### src/rtl/store_buffer_if.sv
// Store-buffer port bundle: store requests from MEM, load forwarding lookup,
// data-memory drain port and occupancy status.
interface store_buffer_if;
   logic        st_valid;
   logic [31:0] st_addr;
   logic [31:0] st_data;
   logic [31:0] st_pc;
   logic        st_ready;
   logic [31:0] ld_addr;
   logic        ld_hit;
   logic [31:0] ld_data;
   logic        dm_busy;
   logic        dm_we;
   logic [31:0] dm_addr;
   logic [31:0] dm_data;
   logic [31:0] dm_pc;
   logic        empty;
   logic [4:0]  count;

   modport master (
      output st_valid, st_addr, st_data, st_pc, ld_addr, dm_busy,
      input  st_ready, ld_hit, ld_data, dm_we, dm_addr, dm_data, dm_pc, empty, count
   );

   modport slave (
      input  st_valid, st_addr, st_data, st_pc, ld_addr, dm_busy,
      output st_ready, ld_hit, ld_data, dm_we, dm_addr, dm_data, dm_pc, empty, count
   );
endinterface

### src/rtl/store_buffer.sv
// Circular store buffer: accepts stores from MEM, drains them in program order
// to data memory when the port is free, and forwards the youngest match to loads.
module store_buffer #(
   parameter int DEPTH = 4
) (
   input logic          clk,
   input logic          rst,
   store_buffer_if.slave sb
);

   localparam int PW = (DEPTH > 1) ? $clog2(DEPTH) : 1;

   logic [29:0]   mem_addr [DEPTH];
   logic [31:0]   mem_data [DEPTH];
   logic [31:0]   mem_pc   [DEPTH];
   logic [PW-1:0] head;
   logic [PW-1:0] tail;
   logic [4:0]    cnt;
   logic          push;
   logic          pop;
   logic          is_empty;
   logic          fwd_hit;
   logic [31:0]   fwd_data;
   logic [PW-1:0] idx;
   logic          unused_low_bits;

   // Byte offsets are irrelevant: entries and lookups are word granular.
   assign unused_low_bits = ^{sb.st_addr[1:0], sb.ld_addr[1:0]};

   assign is_empty    = (cnt == 5'd0);
   assign sb.st_ready = (cnt < 5'(DEPTH));
   assign push        = sb.st_valid && sb.st_ready;
   assign pop         = sb.dm_we;

   assign sb.empty   = is_empty;
   assign sb.count   = cnt;
   assign sb.dm_we   = !is_empty && !sb.dm_busy;
   assign sb.dm_addr = is_empty ? 32'd0 : {mem_addr[head], 2'b00};
   assign sb.dm_data = is_empty ? 32'd0 : mem_data[head];
   assign sb.dm_pc   = is_empty ? 32'd0 : mem_pc[head];
   assign sb.ld_hit  = fwd_hit;
   assign sb.ld_data = fwd_data;

   // Pointers wrap naturally because DEPTH is a power of two.
   always_ff @(posedge clk) begin
      if (rst) begin
         head <= '0;
         tail <= '0;
         cnt  <= 5'd0;
      end else begin
         if (push) tail <= tail + PW'(1);
         if (pop)  head <= head + PW'(1);
         cnt <= cnt + 5'(push) - 5'(pop);
      end
   end

   always_ff @(posedge clk) begin
      if (!rst && push) begin
         mem_addr[tail] <= sb.st_addr[31:2];
         mem_data[tail] <= sb.st_data;
         mem_pc[tail]   <= sb.st_pc;
      end
   end

   // Walk held entries oldest to youngest so the youngest match is left standing;
   // the head entry stays eligible even while it is being drained.
   always_comb begin
      fwd_hit  = 1'b0;
      fwd_data = 32'd0;
      idx      = '0;
      for (int i = 0; i < DEPTH; i++) begin
         idx = head + PW'(i);
         if ((5'(i) < cnt) && (mem_addr[idx] == sb.ld_addr[31:2])) begin
            fwd_hit  = 1'b1;
            fwd_data = mem_data[idx];
         end
      end
   end

endmodule

### src/flat_wrapper.sv
// flat-port wrapper written by rule: the top's interface ports become plain ports
module store_buffer_flat 
#(
   parameter int DEPTH = 4
)
  (clk, rst, sb_st_valid, sb_st_addr, sb_st_data, sb_st_pc, sb_ld_addr, sb_dm_busy, sb_st_ready, sb_ld_hit, sb_ld_data, sb_dm_we, sb_dm_addr, sb_dm_data, sb_dm_pc, sb_empty, sb_count);
  store_buffer_if sb_i ();
  input logic clk;
  input logic rst;
  input wire logic [$bits(sb_i.st_valid)-1:0] sb_st_valid;
  input wire logic [$bits(sb_i.st_addr)-1:0] sb_st_addr;
  input wire logic [$bits(sb_i.st_data)-1:0] sb_st_data;
  input wire logic [$bits(sb_i.st_pc)-1:0] sb_st_pc;
  input wire logic [$bits(sb_i.ld_addr)-1:0] sb_ld_addr;
  input wire logic [$bits(sb_i.dm_busy)-1:0] sb_dm_busy;
  output wire logic [$bits(sb_i.st_ready)-1:0] sb_st_ready;
  output wire logic [$bits(sb_i.ld_hit)-1:0] sb_ld_hit;
  output wire logic [$bits(sb_i.ld_data)-1:0] sb_ld_data;
  output wire logic [$bits(sb_i.dm_we)-1:0] sb_dm_we;
  output wire logic [$bits(sb_i.dm_addr)-1:0] sb_dm_addr;
  output wire logic [$bits(sb_i.dm_data)-1:0] sb_dm_data;
  output wire logic [$bits(sb_i.dm_pc)-1:0] sb_dm_pc;
  output wire logic [$bits(sb_i.empty)-1:0] sb_empty;
  output wire logic [$bits(sb_i.count)-1:0] sb_count;
  assign sb_i.st_valid = sb_st_valid;
  assign sb_i.st_addr = sb_st_addr;
  assign sb_i.st_data = sb_st_data;
  assign sb_i.st_pc = sb_st_pc;
  assign sb_i.ld_addr = sb_ld_addr;
  assign sb_i.dm_busy = sb_dm_busy;
  assign sb_st_ready = sb_i.st_ready;
  assign sb_ld_hit = sb_i.ld_hit;
  assign sb_ld_data = sb_i.ld_data;
  assign sb_dm_we = sb_i.dm_we;
  assign sb_dm_addr = sb_i.dm_addr;
  assign sb_dm_data = sb_i.dm_data;
  assign sb_dm_pc = sb_i.dm_pc;
  assign sb_empty = sb_i.empty;
  assign sb_count = sb_i.count;
  store_buffer #(.DEPTH(DEPTH)) u_core (.clk(clk), .rst(rst), .sb(sb_i));
endmodule
### config.mk
export PLATFORM = sky130hd
export DESIGN_NAME = store_buffer_flat
export DESIGN_NICKNAME = d
export VERILOG_FILES = /design/src/rtl/store_buffer_if.sv /design/src/rtl/store_buffer.sv /design/src/flat_wrapper.sv
export SDC_FILE = /design/constraint.sdc
export NUM_CORES = 1
export LEC_CHECK = 0
export CAP_MARGIN = 10
export CORE_MARGIN = 10
export CORE_UTILIZATION = 60
export DETAILED_ROUTE_END_ITERATION = 10
export PLACE_DENSITY = 0.85
export REMOVE_ABC_BUFFERS = 1
export SETUP_SLACK_MARGIN = 0.4
export SLEW_MARGIN = 20
export SYNTH_ARGS = -nofsm -noshare
export SYNTH_HDL_FRONTEND = slang
export SYNTH_SLANG_ARGS = --single-unit
### constraint.sdc
create_clock -name clk -period 9.15 [get_ports clk]
set_clock_uncertainty 0.05 [all_clocks]
set_input_delay 1.3725 -clock clk [delete_from_list [all_inputs] [get_ports clk]]
set_output_delay 1.3725 -clock clk [all_outputs]
set_load 0.05 [all_outputs]
# Word level (Yosys, flattened, before mapping)
# Memories as Yosys holds them, arrays and structs flattened. A register that Yosys moved wholly into a read port is not among the register bits.
# Cells that the tools add are included.
classes:
  div_mod_pow: 0
  n_eq_ne: 4
  magnitude_cmp: 5
  shift: 0
  n_reduce_logical: 11
  n_addsub: 6
  mux: 19
  bitwise: 0
  multipliers: 0
ops:
  columns: ["operator", "count"]
  rows:
  - ["$mux W32", 7]
  - ["$eq A30 B30 Y1", 4]
  - ["$mux W2", 6]
  - ["$lt A1 B5 Y1 const A", 2]
  - ["$lt A2 B5 Y1 const A", 2]
  - ["$logic_and A1 B1 Y1", 7]
  - ["$mux W1", 6]
  - ["$add A5 B1 Y5", 1]
  - ["$logic_not A5 Y1", 1]
  - ["$lt A5 B3 Y1 const B", 1]
  - ["$sub A5 B1 Y5", 1]
  - ["$add A2 B1 Y2 const B", 2]
  - ["$add A2 B2 Y2 const B", 2]
  - ["$logic_not A1 Y1", 3]
word_totals:
  ram_bits: 376
  input_bits: 132
  n_memories: 3
  wordCells: 51
  output_inout_bits: 137
  latchBits: 0
  romBits: 0
  ff_bits: 9
memory_table:
  columns: ["name", "depth", "word_bits", "read_ports", "rd_clocked_by_memory_dff", "write_ports", "line_no", "source"]
  rows:
  - ["u_core.mem_data", 4, 32, 4, 1, 1, "store_buffer.sv:14", "logic [31:0] mem_data [DEPTH];"]
  - ["u_core.mem_pc", 4, 32, 1, 1, 1, "store_buffer.sv:15", "logic [31:0] mem_pc [DEPTH];"]
  - ["u_core.mem_addr", 4, 30, 4, 1, 1, "store_buffer.sv:13", "logic [29:0] mem_addr [DEPTH];"]

# Depth between registers and ports, before layout
# Gate-level depths: netlist of run 1.
# An unclocked memory read counts as a cell.
depth:
  ltp_word: 7
  ltp_mapped: 17
  ltp_nobuf: 12

# Worst setup path before layout of run 1
# Ideal clock, no wire load.
synth_path:
  path_kind: "input to output"
  start: "input sb_ld_addr[25]"
  end: "output sb_ld_data[10]"
  n_path_buf: 3
  arrival_ps: 4527
  path_stages: 11
  required_ps: 7727
  setup_slack_ps: 3201
  path_cell_list: "clkbuf_1 -> nor2_1 -> a222oi_1 -> o221ai_1 -> a2111oi_2 -> or4b_1 -> buf_2 -> buf_6 -> a2111oi_2 -> o221ai_1 -> a31oi_1"
synth_via:
  elab_chain_cells: 6
  word_cells_on_any_way: 12
  cone_classes: "4 x eq/ne; 4 x mux; 4 x reduce/logical"
synth_rtl:
  columns: ["element", "line_no", "source"]
  rows:
  - ["from (decl)", "flat_wrapper.sv:14", "input wire logic [$bits(sb_i.ld_addr)-1:0] sb_ld_addr;"]
  - ["$eq A30 B30 Y1", "store_buffer.sv:73", "if ((5'(i) < cnt) && (mem_addr[idx] == sb.ld_addr[31:2])) begin"]
  - ["$logic_and A1 B1 Y1", "store_buffer.sv:73", null]
  - ["$mux W32 (3 in series)", "store_buffer.sv:73", null]
  - ["$mux W32 *", "store_buffer.sv:73", null]
  - ["to (decl)", "flat_wrapper.sv:18", "output wire logic [$bits(sb_i.ld_data)-1:0] sb_ld_data;"]
# Every way passes the cells marked *; elsewhere a longest branch is shown, timed or not.

# Worst setup path after layout of run 1
layout_path:
  start: "input sb_ld_addr[12]"
  end: "output sb_ld_data[1]"
# The elaborated chain is that of the path after synthesis.

==> results.md, run 1 <==
* Inserted Clock Buffers at 40
* Run status: finished, final reports clean
* Drt drc at 0
* Final min period at 7650 ps
* First-pass GRT wire length at 99300 um
* Layout area overhead at 18.3%
* Htree depth at 2
* Post-CTS setup buffers at 0
* CTS max path bufs at 3
* Setup crit start kind: input pin
* Final net count at 2069
* Hold Startpoint: u_core.tail[0]$_SDFFE_PP0N_
* Die height at approximately 210 um
* Share of layout cells above drive strength 1 at 14.3%
* Gr usage total at 27.6%
* Slowest CP cell: clkdlybuf4s50_1
* Cell Rows at roughly 70
* Max VDD drop at 295 uV
* Detailed Place HPWL at 42500 um
* CP required at around 7700 ps
* Hold Crit Class: register to register
* Max Cap Violations at 0
* Num ports at around 270
* P_leak at 0.00831 uW
* Post-route ant nets at 0
* Die X at 214 um
* Synthesized area at 0.0227 sq mm
* Starting density of the core at 60.5%
* Drt via density at 6.60
* Drt wl/cell at 26.4 um
* Core Util, Final at between 70% and 80%
* Clk pin slew, worst setup/hold paths at 60 ps
* Post-Synthesis Cells at approximately 1.7k
* Slew Viols, Final at 0
* PnR worst setup slack at 1500 ps
* Place WS at around 1600 ps
* Slew @ Worst Pin at between 1000 and 1500 ps
* Avg Synthesized Cell Area at ~13 sq um
* Post-synth cell types at 66
* Pin count of the biggest net entering global routing at 72
* RR Endpoint: u_core.mem_data[1][28]$_DFFE_PP_
* Drt pass-1 iters at 6
* Crit. End Element: output pin
* Clk root buf: clkbuf_16
* Max incr delay on CP at 890 ps
* Hold EP: u_core.tail[0]$_SDFFE_PP0N_
* Fill count at 2548
* Input/output buffers at 262
* Number of antenna violations at the first check in global routing at 11
* Power Dens Cells at around 290 mW/mm^2
* Clock Latency Late Sink at around 550 ps
* Final Power at 7710 uW
* Fraction of registers with async set/reset at 0%
* CP Data Arrival Time at 6230 ps
* Critical setup path kind: input pin to output pin
* R2R Setup Slk at about 5600 ps
* Worst Hold Path Cells at 3
* Final Hold Viols at 0
* R2R Path Start: u_core.sb.count[3]$_SDFF_PP0_
* Vias in the first global route at 16.3k
* Critical path fanouts, max at 33
* Die ar. at 0.0460 sq mm
* Reg2reg path depth at 8
* RSZ-0062 raised after global routing: false
* Core Region at roughly 0.037 sq mm
* Clock tree sinks at 387
* Resized cells post-CTS at 0
* Via count at 16.3k
* Post-CTS Hold Buffers at 0
* Iteration-0 DRC Markers at 1781
* Setup crit start: sb_ld_addr[12]
* CTS tree: built
* Setup-failing EPs final at 0
* Relative slew slack at 29.1%
* Ys Warns at 0
* CP Cell Sequence: clkdlybuf4s50_1 -> a221oi_1 -> o221ai_1 -> a2111oi_2 -> or4b_2 -> buf_4 -> nor2_2 -> buf_4 -> o221ai_1 -> a31oi_1 -> clkdlybuf4s50_1
* Tcrit/Tclk final at 83.6%
* Post-synth EDFFs at 376
* Seq/Total Area, Yosys at 50.8%
* RD Place Congestion at 0.960
* Synth Flop Type: edfxtp_1
* Total grt overflow at 0
* Peak Freq at approximately 0.13 GHz
* WL final at between 60000 and 70000 um
* Post-synthesis register bit count at 387
critical path, delay by kind of cell:
family	cells	cell delay, ps
buf+inv	4	2270
compound gates	5	1730
simple gates	2	820
synth_stat cells (34+ instances only):
cell type  instances  area [sq um]
mux4_2            95          2140
mux2i_1          251          2510
xnor2_1           76           666
edfxtp_1         376         11300
inv_1             54           203
buf_2             45           225
nand2_1          112           420
o211ai_1          34           255
a21oi_1           84           420
o221ai_1          36           315
mux2_2            40           450
nor2b_1           65           407
nor2_1           110           413
clkbuf_1          72           270
power breakdown:
part | internal (uW) | switching (uW)
clock network | 1110 | 702
registers | 2070 | 173
logic | 1330 | 2330
cell usage in the layout (no fill, tap or decap), drive strengths merged, types with 10 or more instances in the layout:
master,netlist,final
a31oi,33,33
a2111oi,36,36
mux2,41,41
nor2,111,111
nand2,112,112
o21ai,16,16
xnor2,76,76
nor2b,65,65
dfxtp,11,11
mux4,95,95
clkbuf,76,46
nand4,15,15
o221ai,36,36
xor2,23,23
o211ai,34,34
edfxtp,376,376
mux2i,252,252
a21oi,84,84
clkinv,0,13
clkdlybuf4s50,0,262
bufinv,0,10
ha,12,12
o22ai,16,16
buf,81,29
inv,54,55
routing by layer:
layer	up-vias	global-route usage, %	part of all wire [%]
met1	8107	35.0	38
met4	6	11.6	3.5
met5	-	0	0.070
met2	936	45.3	49
li1	7117	-	-
met3	162	5.91	9.3
flip-flops by register name, summed over array words and instances, names as in the netlist, named ones only:
| register | cells |
|---|---|
| u_core.mem_data | 128 |
| u_core.mem_pc | 128 |
| u_core.mem_addr | 120 |
| u_core.sb.count | 5 |
| u_core.head | 2 |
| u_core.tail | 2 |
cell type report:
class,instances,area (sq um),share of cell area (%)
sequential,387,11500,42.9
multi-input combinational,1150,10100,37.7
timing repair buffer,291,2850,10.6
clock buffer,46,1040,3.89
tap,511,639,2.38
clock inverter,27,429,1.60
inverter,54,205,0.764
antenna,8,20.0,0.0746
how the worst max path moves through the flow:
stage | to | depth (start not counted)
final | sb_ld_data[1] | 11
after global routing | sb_ld_data[20] | 11
after CTS | sb_ld_data[1] | 11
after detailed placement | sb_ld_data[1] | 11
after global placement | sb_ld_data[1] | 11
after floorplan | u_core.sb.count[4]$_SDFF_PP0_ | 12
logic make-up after synthesis:
kind of cell,synth area share [%]
flip-flops,50.8
XOR/XNOR,3.82
adder cells (fa/ha/maj),0.750
other,0.0165
multiplexers,22.6
AND/OR/NAND/NOR,7.22
AO/OA/AOI/OAI,10.1
buffers and inverters,4.75
stage by stage:
stage	setup TNS, ps	hold slack (ps)	cells	cell area (sq um)
final	0	584	2474	26800
after global routing	0	629	2472	26800
after CTS	0	584	2466	26800
after detailed placement	0	577	2393	25300
after global placement	0	546	2393	25300
after floorplan	-597460	521	1591	21800
Power figures use the tool's default switching activity.
==> run 2: changes to the inputs <==
Settings changed: CORE_UTILIZATION 60 to 52, PLACE_DENSITY 0.85 to 0.78.
Clock period 9.15 ns to 6.4 ns, I/O delays scaled along.
==> run 2 against run 1 <==
Net effect: total power increased by 40%; clock power up 28%; critical path depth is the same; largest power group unchanged; critical endpoint is now sb_ld_data[30]; critical path type unchanged.
==> results.md, run 2 (synthesis gave the netlist of run 1 again) <==
* Run status: finished, final reports clean
* Share of layout cells above drive strength 1 at 16.3% (+2.0 points)
* Area after DPL at 0.0259 sq mm (+2.2%)
* Via count at 16.2k (-0.75%)
* Hold Crit Class: register to register
* Commonest non-fill, non-tap cell in the layout: edfxtp_1
* Resized cells post-CTS at 0 (unchanged)
* Final Hold Viols at 0 (unchanged)
* Setup-failing EPs final at 0 (unchanged)
* Number of antenna violations at the first check in global routing at 14 (+3)
* Final min period at ~6000 ps
* Max VDD drop at 457 uV (+55%)
* Critical path fanouts, max at 32 (-3.0%)
* Vias in the first global route at 16.5k (+1.1%)
* Peak Freq at 0.167 GHz
* Final Power at 10800 uW (+40%)
* Flip-flop and latch area at 0.0115 sq mm (unchanged)
* Post-CTS setup buffers at 0 (unchanged)
* Tcrit/Tclk final at 93.3%
* CP Data Arrival Time at 4960 ps (-1270 ps)
* Input/output buffers at 262 (unchanged)
* Slew @ Worst Pin at 1090 ps (+24.8 ps)
* CTS max path bufs at 3 (unchanged)
* Fill count at 3210 (+26%)
* Leading cell types in the layout, fill and taps excluded: 376 x edfxtp_1, 251 x mux2i_1, 229 x clkdlybuf4s50_1
* CTS tree: built
* Drt drc at 0 (unchanged)
* Drt pass-1 iters at 5 (-1)
* Total grt overflow at 0 (unchanged)
* Clock Latency Late Sink at 570 ps (+20 ps)
* Pin count of the biggest net entering global routing at 84 (+17%)
* First-pass GRT wire length at 102000 um (+2.4%)
* RD Place Congestion at 0.993 (+3.5%)
* Power Dens Cells at 396 mW/mm^2 (+38%)
* Reg2reg path depth at 8 (unchanged)
* Drt via density at 6.34 (-4.0%)
* P_leak at 0.00847 uW (+1.9%)
* Clk pin slew, worst setup/hold paths at 50 ps (about the same)
* Layout area overhead at 20.1%
* Post-Place Cells at 2478 (+3.6%)
* Num ports at 269 (unchanged)
* Max Cap Violations at 0 (unchanged)
* Crit. End Element: output pin
* Htree depth at 2 (unchanged)
* Post-route cell area at 0.0272 sq mm (+1.5%)
* Core Region at 0.0431 sq mm (+15%)
* Layout Cells excl Fill at 2558 (+3.4%)
* Post-CTS Hold Buffers at 0 (unchanged)
* Clock tree sinks at 387 (unchanged)
* Die height at 229 um (+6.7%)
* Cell Rows at 76 (+7.0%)
* CP required at 5390 ps (-2340 ps)
* Area of the multi-input gates at 0.0101 sq mm (about the same)
* Core Util, Final at 63.3% (-8.3 points)
* Detailed Place HPWL at 44600 um (+4.9%)
* Clk root buf: clkbuf_16
* Worst Hold Path Cells at 3 (unchanged)
* Setup crit start kind: input pin
* Die X at 229 um (+6.7%)
* Drt wl/cell at 26.1 um (-1.1%)
* Critical setup path kind: input pin to output pin
* Final net count at 2082 (+0.63%)
* Relative slew slack at 27.4% (-1.7 points)
* Slew Viols, Final at 0 (unchanged)
* Largest regs: u_core.mem_data (128), u_core.mem_pc (128), u_core.mem_addr (120)
* Iteration-0 DRC Markers at 1440 (-19%)
* Post-route ant nets at 0 (unchanged)
* Gr usage total at 25.0% (-2.6 points)
* Setup Total Neg Slack at 0 ps (unchanged)
* Starting density of the core at 52.7% (-7.8 points)
* RSZ-0062 raised after global routing: false
* Die ar. at 0.0524 sq mm (+14%)
* Inserted Clock Buffers at 42 (+5.0%)
* WL final at 66900 um (+2.2%)
==> run 2: cell types whose count changed in the layout (fill, tap and decap cells not counted), sizes merged <==
cell / change
clkinvlp: -1
bufinv: -7
clkdlybuf4s50: -33
clkbuf: +6
inv: -1
diode: -2
buf: +44
clkinv: +4
==> run 2: final cells by class <==
class                   instances  share of cell area (%)
flip-flops and latches        387                    42.3
clock inverters                22                   0.859
well taps                     585                    2.69
diodes                          6                  0.0551
clock buffers                  52                    4.00
multi-input cells            1150                    37.2
inverters                      54                   0.753
repair buffers                302                    12.2
==> run 2: routing by layer <==
| metal | share of wire (%) | wire, um | GRT usage, % |
|---|---|---|---|
| met1 | 40 | 27000 | 32.3 |
| met2 | 48 | 32100 | 40.5 |
| met3 | 8.6 | 5750 | 5.62 |
| met4 | 2.8 | 1880 | 9.21 |
| met5 | 0.16 | 104 | 0 |
==> run 2: power by group <==
group	switching, uW	internal (uW)	leakage (uW)
combinational	3400	1910	0.00434
clock	986	1340	0.000638
sequential	189	2960	0.00349
==> run 2: worst paths after layout <==
path / from / end / slack, ps
worst max register to register: u_core.sb.count[3]$_SDFF_PP0_ / u_core.mem_data[3][11]$_DFFE_PP_ / 2990
worst max-delay path: sb_ld_addr[13] / sb_ld_data[30] / 430
worst min register to register: u_core.tail[0]$_SDFFE_PP0N_ / u_core.tail[0]$_SDFFE_PP0N_ / 600
worst min-delay path: u_core.tail[0]$_SDFFE_PP0N_ / u_core.tail[0]$_SDFFE_PP0N_ / 600
==> run 2: critical path, cell delays in order <==
cell	delay (ps)
clkdlybuf4s50_1	620
nor2_1	70
a222oi_1	380
o221ai_1	250
a2111oi_2	390
or4b_2	700
buf_12	250
a2111oi_0	580
o221ai_1	210
a31oi_1	340
buf_12	180
==> run 2: per-stage QoR <==
step | setup slack (ps) | hold slack (ps)
6_report | 427 | 596
5_1_grt | 197 | 632
4_1_cts | 584 | 607
3_5_place_dp | 682 | 594
3_3_place_gp | 710 | 550
2_1_floorplan | -8220 | 521
